`src/rtl/vid_pkg.sv`:
```
// vid_pkg: shared state enum, 1080p timing defaults and passthrough beat type for vid_timing_det
package vid_pkg;
  typedef enum logic [1:0] {IDLE, MEASURE, LOCKED} vtd_state_e;
  localparam int H_WIDTH_1080P  = 1920;
  localparam int H_TOTAL_1080P  = 2200;
  localparam int V_HEIGHT_1080P = 1080;
  typedef struct packed {
    logic        hs;
    logic        vs;
    logic        de;
    logic [23:0] data;
  } vid_beat_t;
endpackage

```
`src/rtl/vid_edge_det.sv`:
```
// vid_edge_det: registered rise/fall detector (rise = d & ~q, fall = ~d & q)
// Ports: clk_i, rst_i (sync, active-high), d_i level in, rise_o/fall_o combinational edge strobes.
module vid_edge_det (
  input  logic clk_i,
  input  logic rst_i,
  input  logic d_i,
  output logic rise_o,
  output logic fall_o
);
  logic q;
  always_ff @(posedge clk_i) q <= rst_i ? 1'b0 : d_i;
  assign rise_o = d_i & ~q;
  assign fall_o = ~d_i & q;
endmodule

```
`src/rtl/vid_timing_det.sv`:
```
// vid_timing_det: video timing checker, 1-cycle passthrough and pixel x/y tagger
// Ports: clk_i/rst_i (sync, active-high); hs_i/vs_i/de_i/data_i in; hs_o/vs_o/de_o/data_o delayed 1 cycle;
// x_o/y_o/sof_o coordinates aligned with de_o; h_width_o/h_total_o/v_height_o measurements;
// locked_o, mismatch_o status; err_cnt_o bad-frame count (built only with VID_TIMING_DET_ERRCNT_EN).
module vid_timing_det
  import vid_pkg::*;
#(
  parameter int H_WIDTH     = H_WIDTH_1080P,
  parameter int H_TOTAL     = H_TOTAL_1080P,
  parameter int V_HEIGHT    = V_HEIGHT_1080P,
  parameter int LOCK_FRAMES = 2,
  parameter int XW          = 12,
  parameter int YW          = 11
) (
  input  logic          clk_i,
  input  logic          rst_i,
  input  logic          hs_i,
  input  logic          vs_i,
  input  logic          de_i,
  input  logic [23:0]   data_i,
  output logic          hs_o,
  output logic          vs_o,
  output logic          de_o,
  output logic [23:0]   data_o,
  output logic [XW-1:0] x_o,
  output logic [YW-1:0] y_o,
  output logic          sof_o,
  output logic [XW-1:0] h_width_o,
  output logic [XW-1:0] h_total_o,
  output logic [YW-1:0] v_height_o,
  output logic          locked_o,
  output logic          mismatch_o,
  output logic [15:0]   err_cnt_o
);
  localparam logic [XW-1:0] X_MAX = '1;
  localparam logic [YW-1:0] Y_MAX = '1;
  vtd_state_e state, state_nxt;
  vid_beat_t beat;
  logic vs_rise, vs_fall_unused, de_rise, de_fall;
  logic [XW-1:0] x_cnt, p_cnt, x_idx;
  logic [YW-1:0] y_cnt, y_idx, y_lines;
  logic [3:0] good, good_nxt;
  logic first_q, bad_q, p_chk, bad_now, frame_bad, evaluate;

  vid_edge_det u_vs_edge (.clk_i(clk_i), .rst_i(rst_i), .d_i(vs_i), .rise_o(vs_rise), .fall_o(vs_fall_unused));
  vid_edge_det u_de_edge (.clk_i(clk_i), .rst_i(rst_i), .d_i(de_i), .rise_o(de_rise), .fall_o(de_fall));

  // y_lines already includes a line ending this cycle so a coincident vs rise counts it.
  // The first de rise of a frame has no predecessor, so its period is neither latched nor checked.
  always_comb begin
    x_idx     = de_rise ? '0 : x_cnt;
    y_idx     = vs_rise ? '0 : y_cnt;
    y_lines   = (de_fall && y_cnt != Y_MAX) ? y_cnt + 1'b1 : y_cnt;
    p_chk     = de_rise & ~first_q & ~vs_rise;
    bad_now   = bad_q | (de_i & (x_idx == X_MAX)) | (de_fall & (x_cnt != XW'(H_WIDTH)))
              | (p_chk & (p_cnt != XW'(H_TOTAL)));
    frame_bad = bad_now | de_i | (y_lines != YW'(V_HEIGHT));
    evaluate  = vs_rise & (state != IDLE);
    state_nxt = !vs_rise ? state
              : (state == IDLE || frame_bad) ? MEASURE
              : (state == LOCKED || good + 1'b1 == 4'(LOCK_FRAMES)) ? LOCKED : MEASURE;
    good_nxt  = !vs_rise ? good : (state == MEASURE && !frame_bad) ? good + 1'b1 : '0;
  end

  always_ff @(posedge clk_i) begin
    if (rst_i) begin
      beat       <= '0;
      x_o        <= '0;
      y_o        <= '0;
      sof_o      <= 1'b0;
      h_width_o  <= '0;
      h_total_o  <= '0;
      v_height_o <= '0;
      locked_o   <= 1'b0;
      mismatch_o <= 1'b0;
      state      <= IDLE;
      good       <= '0;
      x_cnt      <= '0;
      p_cnt      <= '0;
      y_cnt      <= '0;
      first_q    <= 1'b1;
      bad_q      <= 1'b0;
    end else begin
      beat       <= {hs_i, vs_i, de_i, data_i};
      x_cnt      <= de_i ? ((x_idx == X_MAX) ? X_MAX : x_idx + 1'b1) : x_cnt;
      p_cnt      <= de_rise ? XW'(1) : (p_cnt == X_MAX) ? X_MAX : p_cnt + 1'b1;
      y_cnt      <= vs_rise ? '0 : y_lines;
      first_q    <= de_rise ? 1'b0 : (vs_rise | first_q);
      bad_q      <= ~vs_rise & bad_now;
      x_o        <= de_i ? x_idx : '0;
      y_o        <= y_idx;
      sof_o      <= de_i & (x_idx == '0) & (y_idx == '0);
      h_width_o  <= de_fall ? x_cnt : h_width_o;
      h_total_o  <= p_chk ? p_cnt : h_total_o;
      v_height_o <= evaluate ? y_lines : v_height_o;
      mismatch_o <= evaluate & frame_bad;
      state      <= state_nxt;
      good       <= good_nxt;
      locked_o   <= state_nxt == LOCKED;
    end
  end

`ifdef VID_TIMING_DET_ERRCNT_EN
  logic [15:0] err_cnt;
  always_ff @(posedge clk_i) begin
    if (rst_i) err_cnt <= '0;
    else if (evaluate && frame_bad && err_cnt != 16'hffff) err_cnt <= err_cnt + 1'b1;
  end
  assign err_cnt_o = err_cnt;
`else
  assign err_cnt_o = '0;
`endif

  assign hs_o   = beat.hs;
  assign vs_o   = beat.vs;
  assign de_o   = beat.de;
  assign data_o = beat.data;
endmodule

```
`config.mk`:
```
export PLATFORM = sky130hd
export DESIGN_NAME = vid_timing_det
export DESIGN_NICKNAME = d
export VERILOG_FILES = /design/src/rtl/vid_pkg.sv /design/src/rtl/vid_edge_det.sv /design/src/rtl/vid_timing_det.sv
export SDC_FILE = /design/constraint.sdc
export NUM_CORES = 1
export LEC_CHECK = 0
export CAP_MARGIN = 20
export CORE_MARGIN = 3
export CORE_UTILIZATION = 44
export CTS_CLUSTER_SIZE = 16
export DETAILED_ROUTE_END_ITERATION = 7
export PLACE_DENSITY = 0.75
export SLEW_MARGIN = 20
export SYNTH_ARGS = -nofsm -noshare
export SYNTH_HDL_FRONTEND = slang
export SYNTH_SLANG_ARGS = --single-unit
```
`constraint.sdc`:
```
create_clock -name clk_i -period 2.64 [get_ports clk_i]
set_input_delay 0.528 -clock clk_i [delete_from_list [all_inputs] [get_ports clk_i]]
set_output_delay 0.528 -clock clk_i [all_outputs]
set_load 0.005 [all_outputs]
```
==> Yosys cells after proc, flatten, opt, wreduce, memory -nomap -nowiden <==
Index checks and enable logic that the tools add are counted.
{ "op_classes": {"eq_ne": 10, "muxes": 11, "n_bitwise": 24, "reduce_logical": 12, "add_sub_neg": 4} }
{ "op_table": {"columns": ["cell", "n"], "rows": [
  ["two-way mux 12 bit", 3],
  ["adder 12 x 1 -> 12 bit (second input constant)", 2],
  ["equality test 12 bit (second input constant)", 2],
  ["two-way mux 11 bit", 2],
  ["inequality test 11 bit (second input constant)", 2],
  ["AND 1 bit", 13],
  ["logical NOT 12 bit", 1],
  ["inequality test 12 x 11 -> 1 bit (second input constant)", 1],
  ["inequality test 12 bit (second input constant)", 1],
  ["adder 11 x 1 -> 11 bit (second input constant)", 1],
  ["logical NOT 11 bit", 1],
  ["two-way mux 2 bit", 3],
  ["bitwise OR 1 bit", 6],
  ["OR reduction 2 bit", 3],
  ["inverter 1 bit", 5],
  ["adder 4 x 1 -> 4 bit (second input constant)", 1],
  ["equality test 2 bit (second input constant)", 2],
  ["equality test 4 x 2 -> 1 bit (second input constant)", 1],
  ["two-way mux 4 bit", 1],
  ["equality test 2 x 1 -> 1 bit (second input constant)", 1],
  ["logical AND 1 bit", 2],
  ["logical NOT 2 bit", 1],
  ["logical OR 1 bit", 2],
  ["two-way mux 1 bit", 2],
  ["other kinds (2)", 2]
]} }
{ "word_totals": {"out_inout_bits": 104, "wordCells": 81, "register_bits": 131} }

==> Depth between registers and ports, before layout <==
{ "depth": {"ltp_word": 14, "ltp_mapped": 12, "ltp_nobuf": 10} }

==> Hierarchy <==
From an unflattened synthesis, not the netlist that was laid out.
{ "unflattened": {"hier_cells": 589, "hier_area_um2": 5318.9} }
{ "by_module_without_submodules": {"columns": ["mod", "area_per_inst_um2", "n_inst", "seq_area_each_um2", "cells_per_inst"], "rows": [
  ["vid_timing_det", 5241.3, 1, 2622.5, 581],
  ["vid_edge_det", 38.8, 2, 20.0, 4]
]} }

==> Least setup slack after synthesis <==
No wires, ideal clock.
{ "synth_path": {"path_type": "input port to flip-flop", "start": "input de_i", "end": "register x_cnt[1]", "t_arrival_ps": 2423, "required_time_ps": 2554, "cell_stages": 12, "setup_time_ps": 86, "path_buffers": 3, "setup_slack_ps": 132, "path_cell_list": "clkbuf_1 -> nand2b_1 -> clkbuf_1 -> nand2_1 -> inv_1 -> ha_1 -> nand4_1 -> nor3_1 -> and3_1 -> clkbuf_1 -> nor2_1 -> a211oi_1"} }
{ "synth_via": {"elab_chain_len": 4, "word_cells_on_any_way": 5, "cone_classes": "add/sub (1); eq/ne (1); mux (2); bitwise (1)"} }
{ "synth_rtl": {"columns": ["item", "line", "text"], "rows": [
  ["start: declaration", "vid_timing_det.sv:19", "input logic de_i,"],
  ["AND 1 bit *", "vid_edge_det.sv:12", "assign rise_o = d_i & ~q;"],
  ["two-way mux 12 bit *", "vid_timing_det.sv:51", "x_idx = de_rise ? '0 : x_cnt;"],
  ["net x_idx[0]", "vid_timing_det.sv:40", "logic [XW-1:0] x_cnt, p_cnt, x_idx;"],
  ["adder 12 x 1 -> 12 bit or equality test 12 bit (tied branches)", "vid_timing_det.sv:85", "x_cnt <= de_i ? ((x_idx == X_MAX) ? X_MAX : x_idx + 1'b1) : x_cnt;"],
  ["two-way mux 12 bit *", "vid_timing_det.sv:85", null],
  ["end signal: assignment", "vid_timing_det.sv:85", null],
  ["end: declaration", "vid_timing_det.sv:40", null]
]} }
Mark *: on every way through the listed nets, which the timed path passes. The rest lies on a longest branch.
A chain may end at the register's enable or synchronous reset.

==> Worst setup path after layout <==
{ "layout_path": {"start": "input de_i", "end": "register x_cnt[9]"} }
{ "layout_via": {"elab_chain_len": 4, "word_cells_on_any_way": 5, "cone_classes": "add/sub (1); eq/ne (1); mux (2); bitwise (1)"} }
{ "layout_rtl": {"columns": ["item", "line"], "rows": [
  ["AND 1 bit", "vid_edge_det.sv:12"],
  ["two-way mux 12 bit", "vid_timing_det.sv:51"],
  ["adder 12 x 1 -> 12 bit or equality test 12 bit (tied branches)", "vid_timing_det.sv:85"],
  ["two-way mux 12 bit", "vid_timing_det.sv:85"]
]} }
Several ways; a longest one is shown, not always the timed one.

==> impl_metrics.yaml <==
final_layout:
  syn_to_final_growth_pct: 38.0
  antenna_cells: 0
  layout.nets: 779
  final_layout_size_suffix_gt1_share_pct: 9.93
  final_cells: 898
grt:
  grt_max_degree: 36
  grt_util_all_layers_pct: 20.7
  overflow: 0
  grt_pass1_wl_mm: 21.7
  grt_pass1_vias: 4413
  antenna_found_initial: 0
routing:
  vias_per_cell: 5.27
  wirelength_mm: 13.8
  first_pass_iters: 4
  vias: 4733
  drc: 0
  antenna_left: 0
  drt_first_iter_violations: 387
  wl_per_cell_um: 15.3
critical_path:
  r2r_cells: 7
  cp_cell_sequence: "clkdlybuf4s50_1, buf_4, nor2b_1, or4b_1, or3_1, o21ai_0, a21oi_1, a311oi_1"
  crit_fanout: 8
  path_delay_family: "simple AND/OR/NAND/NOR gates"
  start_kind: "primary input"
  r2r-start: "y_cnt[2]"
  worstPathRequired_ps: 2960
  arrival_ps: 2750
  r2r_end: "good[2]"
  cp-startpoint: "de_i"
  path_buf_inv: 2
  slowest_stage: "or4b_1"
  rrSetupSlack_ps: 280
  cp-end-kind: "flip-flop"
  critical-path-max-stage-delay_ps: 570
  critPathKind: "primary input to flip-flop"
  endpoint: "x_cnt[9]"
  crit_cells: 8
synthesis:
  synth_top_area_share_pct: 49.9
  synth_edf_count: 0
  yosysWarnings: 0
  synth_commonest_cells: "131 x dfxtp_1, 87 x nand2_1, 51 x a21oi_1"
  synthesis.area_mm2: 0.00526
  yosys-top-cells-area: "dfxtp_1 50%, nand2_1 6.2%, a21oi_1 4.9%"
  synth_most_common_cell: "dfxtp_1"
  avgSynthCellArea_um2: 8.61
  synth_top_area_cell: "dfxtp_1"
  synth_seq_cells: 131
  async_flop_share_pct: 0
  synth_flop_cell: "dfxtp_1"
  syn_inst: 610
  synth.distinct_cells: 55
  ys_seq_area_share_pct: 49.9
floorplan:
  die_h_um: 115
  start_util_pct: 45.4
  io_pins: 133
  die_w_um: 115
  rows: 39
  die-area_mm2: 0.0133
  core_area_mm2: 0.0116
sta:
  finClkSkew_ps: 7.41
  fin_crit_sh_pct: 91.9
  finalMaxSlewViolations: 0
  setup_viol: 0
  slew_headroom_pct: 32.3
  tightest_slew_ps: 1000
  period_needed_ps: 2430
  rsz0062_at_grt: "false"
  fmax_mhz: 412
  hold_viol: 0
  finalSetupTns_ps: 0
clocking:
  hold_buffers: 0
  cts_post_setup_buffers_inserted: 0
  clk_pin_slew_ps: 50
  cts_tree: "yes"
  cts_resized: 0
  clkLatencyLatePin_ps: 420
  cts_buffers: 17
  htreeDepth: 4
  cts-root-buf: "clkbuf_16"
  cts.sinks: 131
  clk_path_buf_depth: 2
flow_run:
  maxCapViolations: 0
power:
  switching_power_mw: 0.992
  ir_worst_vdd_uv: 478
  power_frac_clock_pct: 50.4
  p_sw_share_pct: 21.2
  intPower_mw: 3.69
  p_per_area_mw_per_mm2: 645
  p_total_mw: 4.68
  power_frac_comb_pct: 6.0
  pwr-share-seq_pct: 43.6
  leakage_nw: 2.70
placement:
  port_buffers: 116
  dp.cells: 867
  hpwl_mm: 9.91
  gp_congestion: 0.917
outcome:
  outcome: "completed"
min_path:
  hold_class: "flip-flop to flip-flop"
tightest hold or removal path: stages, from the launching register on:
cell and delay, ps:
dfxtp_1 310, nand2_1 50, a21oi_1 50
metal layers:
| metal | track usage (%) | part of all wire, % | up-vias |
|---|---|---|---|
| met3 | 5.16 | 5.2 | 22 |
| met5 | 0 | 0 | - |
| met2 | 33.7 | 49 | 153 |
| met4 | 7.04 | 1.5 | 0 |
| met1 | 26.7 | 44 | 2230 |
| li1 | - | - | 2328 |
final cells by class:
| type | count | area, um2 |
|---|---|---|
| timing repair buffer | 153 | 1430 |
| multi-input combinational | 428 | 2380 |
| inverter | 12 | 45.0 |
| sequential | 131 | 2620 |
| clock inverter | 9 | 130 |
| tap | 143 | 179 |
| clock buffer | 22 | 464 |
| fill | 980 | 4310 |
cell families after synthesis:
kind of cell	Yosys count	share of synthesized area (%)
simple gates	275	26.1
mux	2	0.381
other cells	1	0.0714
buf+inv	66	6.00
compound gates	113	13.4
fa+ha+maj	7	1.67
flops	131	49.9
xor+xnor	15	2.50
sequential cells by signal (all words and copies together) (netlist names), 2 cells and up:
| signal | count |
|---|---|
| data_o | 24 |
| good | 4 |
| h_total_o | 12 |
| h_width_o | 12 |
| p_cnt | 12 |
| state | 2 |
| v_height_o | 11 |
| x_cnt | 12 |
| x_o | 12 |
| y_cnt | 11 |
| y_o | 11 |
how the worst min path moves through the flow:
stage                       startpoint            to  slack [ps]  depth (start not counted)
after floorplan           h_total_o[0]  h_total_o[0]         450                          2
after global placement    h_total_o[9]  h_total_o[9]         440                          2
after detailed placement  h_width_o[9]  h_width_o[9]         450                          2
after CTS                 h_width_o[7]  h_width_o[7]         460                          2
after global routing      h_total_o[0]  h_total_o[0]         470                          2
final                     h_width_o[9]  h_width_o[9]         460                          2
placed cells by master (no fill, tap or decap), types with 3 or more instances in the layout:
cell	synthesis	final
a211oi_1	13	13
a21oi_1	51	51
a31oi_1	3	3
a41oi_1	3	3
and2_1	14	14
and3_1	16	16
and4_1	3	3
buf_4	17	37
bufinv_16	0	3
clkbuf_1	33	3
clkbuf_16	0	17
clkdlybuf4s50_1	0	115
clkinv_2	0	3
conb_1	1	16
dfxtp_1	131	131
ha_1	7	7
inv_1	12	12
nand2_1	87	87
nand2b_1	7	7
nand3_1	22	22
nand4_1	8	8
nor2_1	49	49
nor2b_1	32	32
nor3_1	12	11
nor4_1	9	9
o21ai_0	19	19
o22ai_1	3	3
or3_1	4	4
xnor2_1	6	6
xor2_1	9	9
through the flow:
stage	area [um2]	setup slack [ps]	utilization, %	hold WS (ps)
2_1_floorplan	5310	132	-	453
3_3_place_gp	6650	-181	57.5	443
3_5_place_dp	6650	-195	57.5	450
4_1_cts	7250	232	62.7	459
5_1_grt	7250	42.9	62.7	475
6_report	7250	213	62.7	456
power groups by stage:
stage	Combinational (mW)	Sequential, mW	Clock, mW
2_1_floorplan	0.137	2.09	0
3_3_place_gp	0.274	2.08	0
3_5_place_dp	0.279	2.09	0
4_1_cts	0.281	2.04	2.39
5_1_grt	0.306	2.05	2.48
6_report	0.281	2.04	2.36
Power figures use the tool's default switching activity.
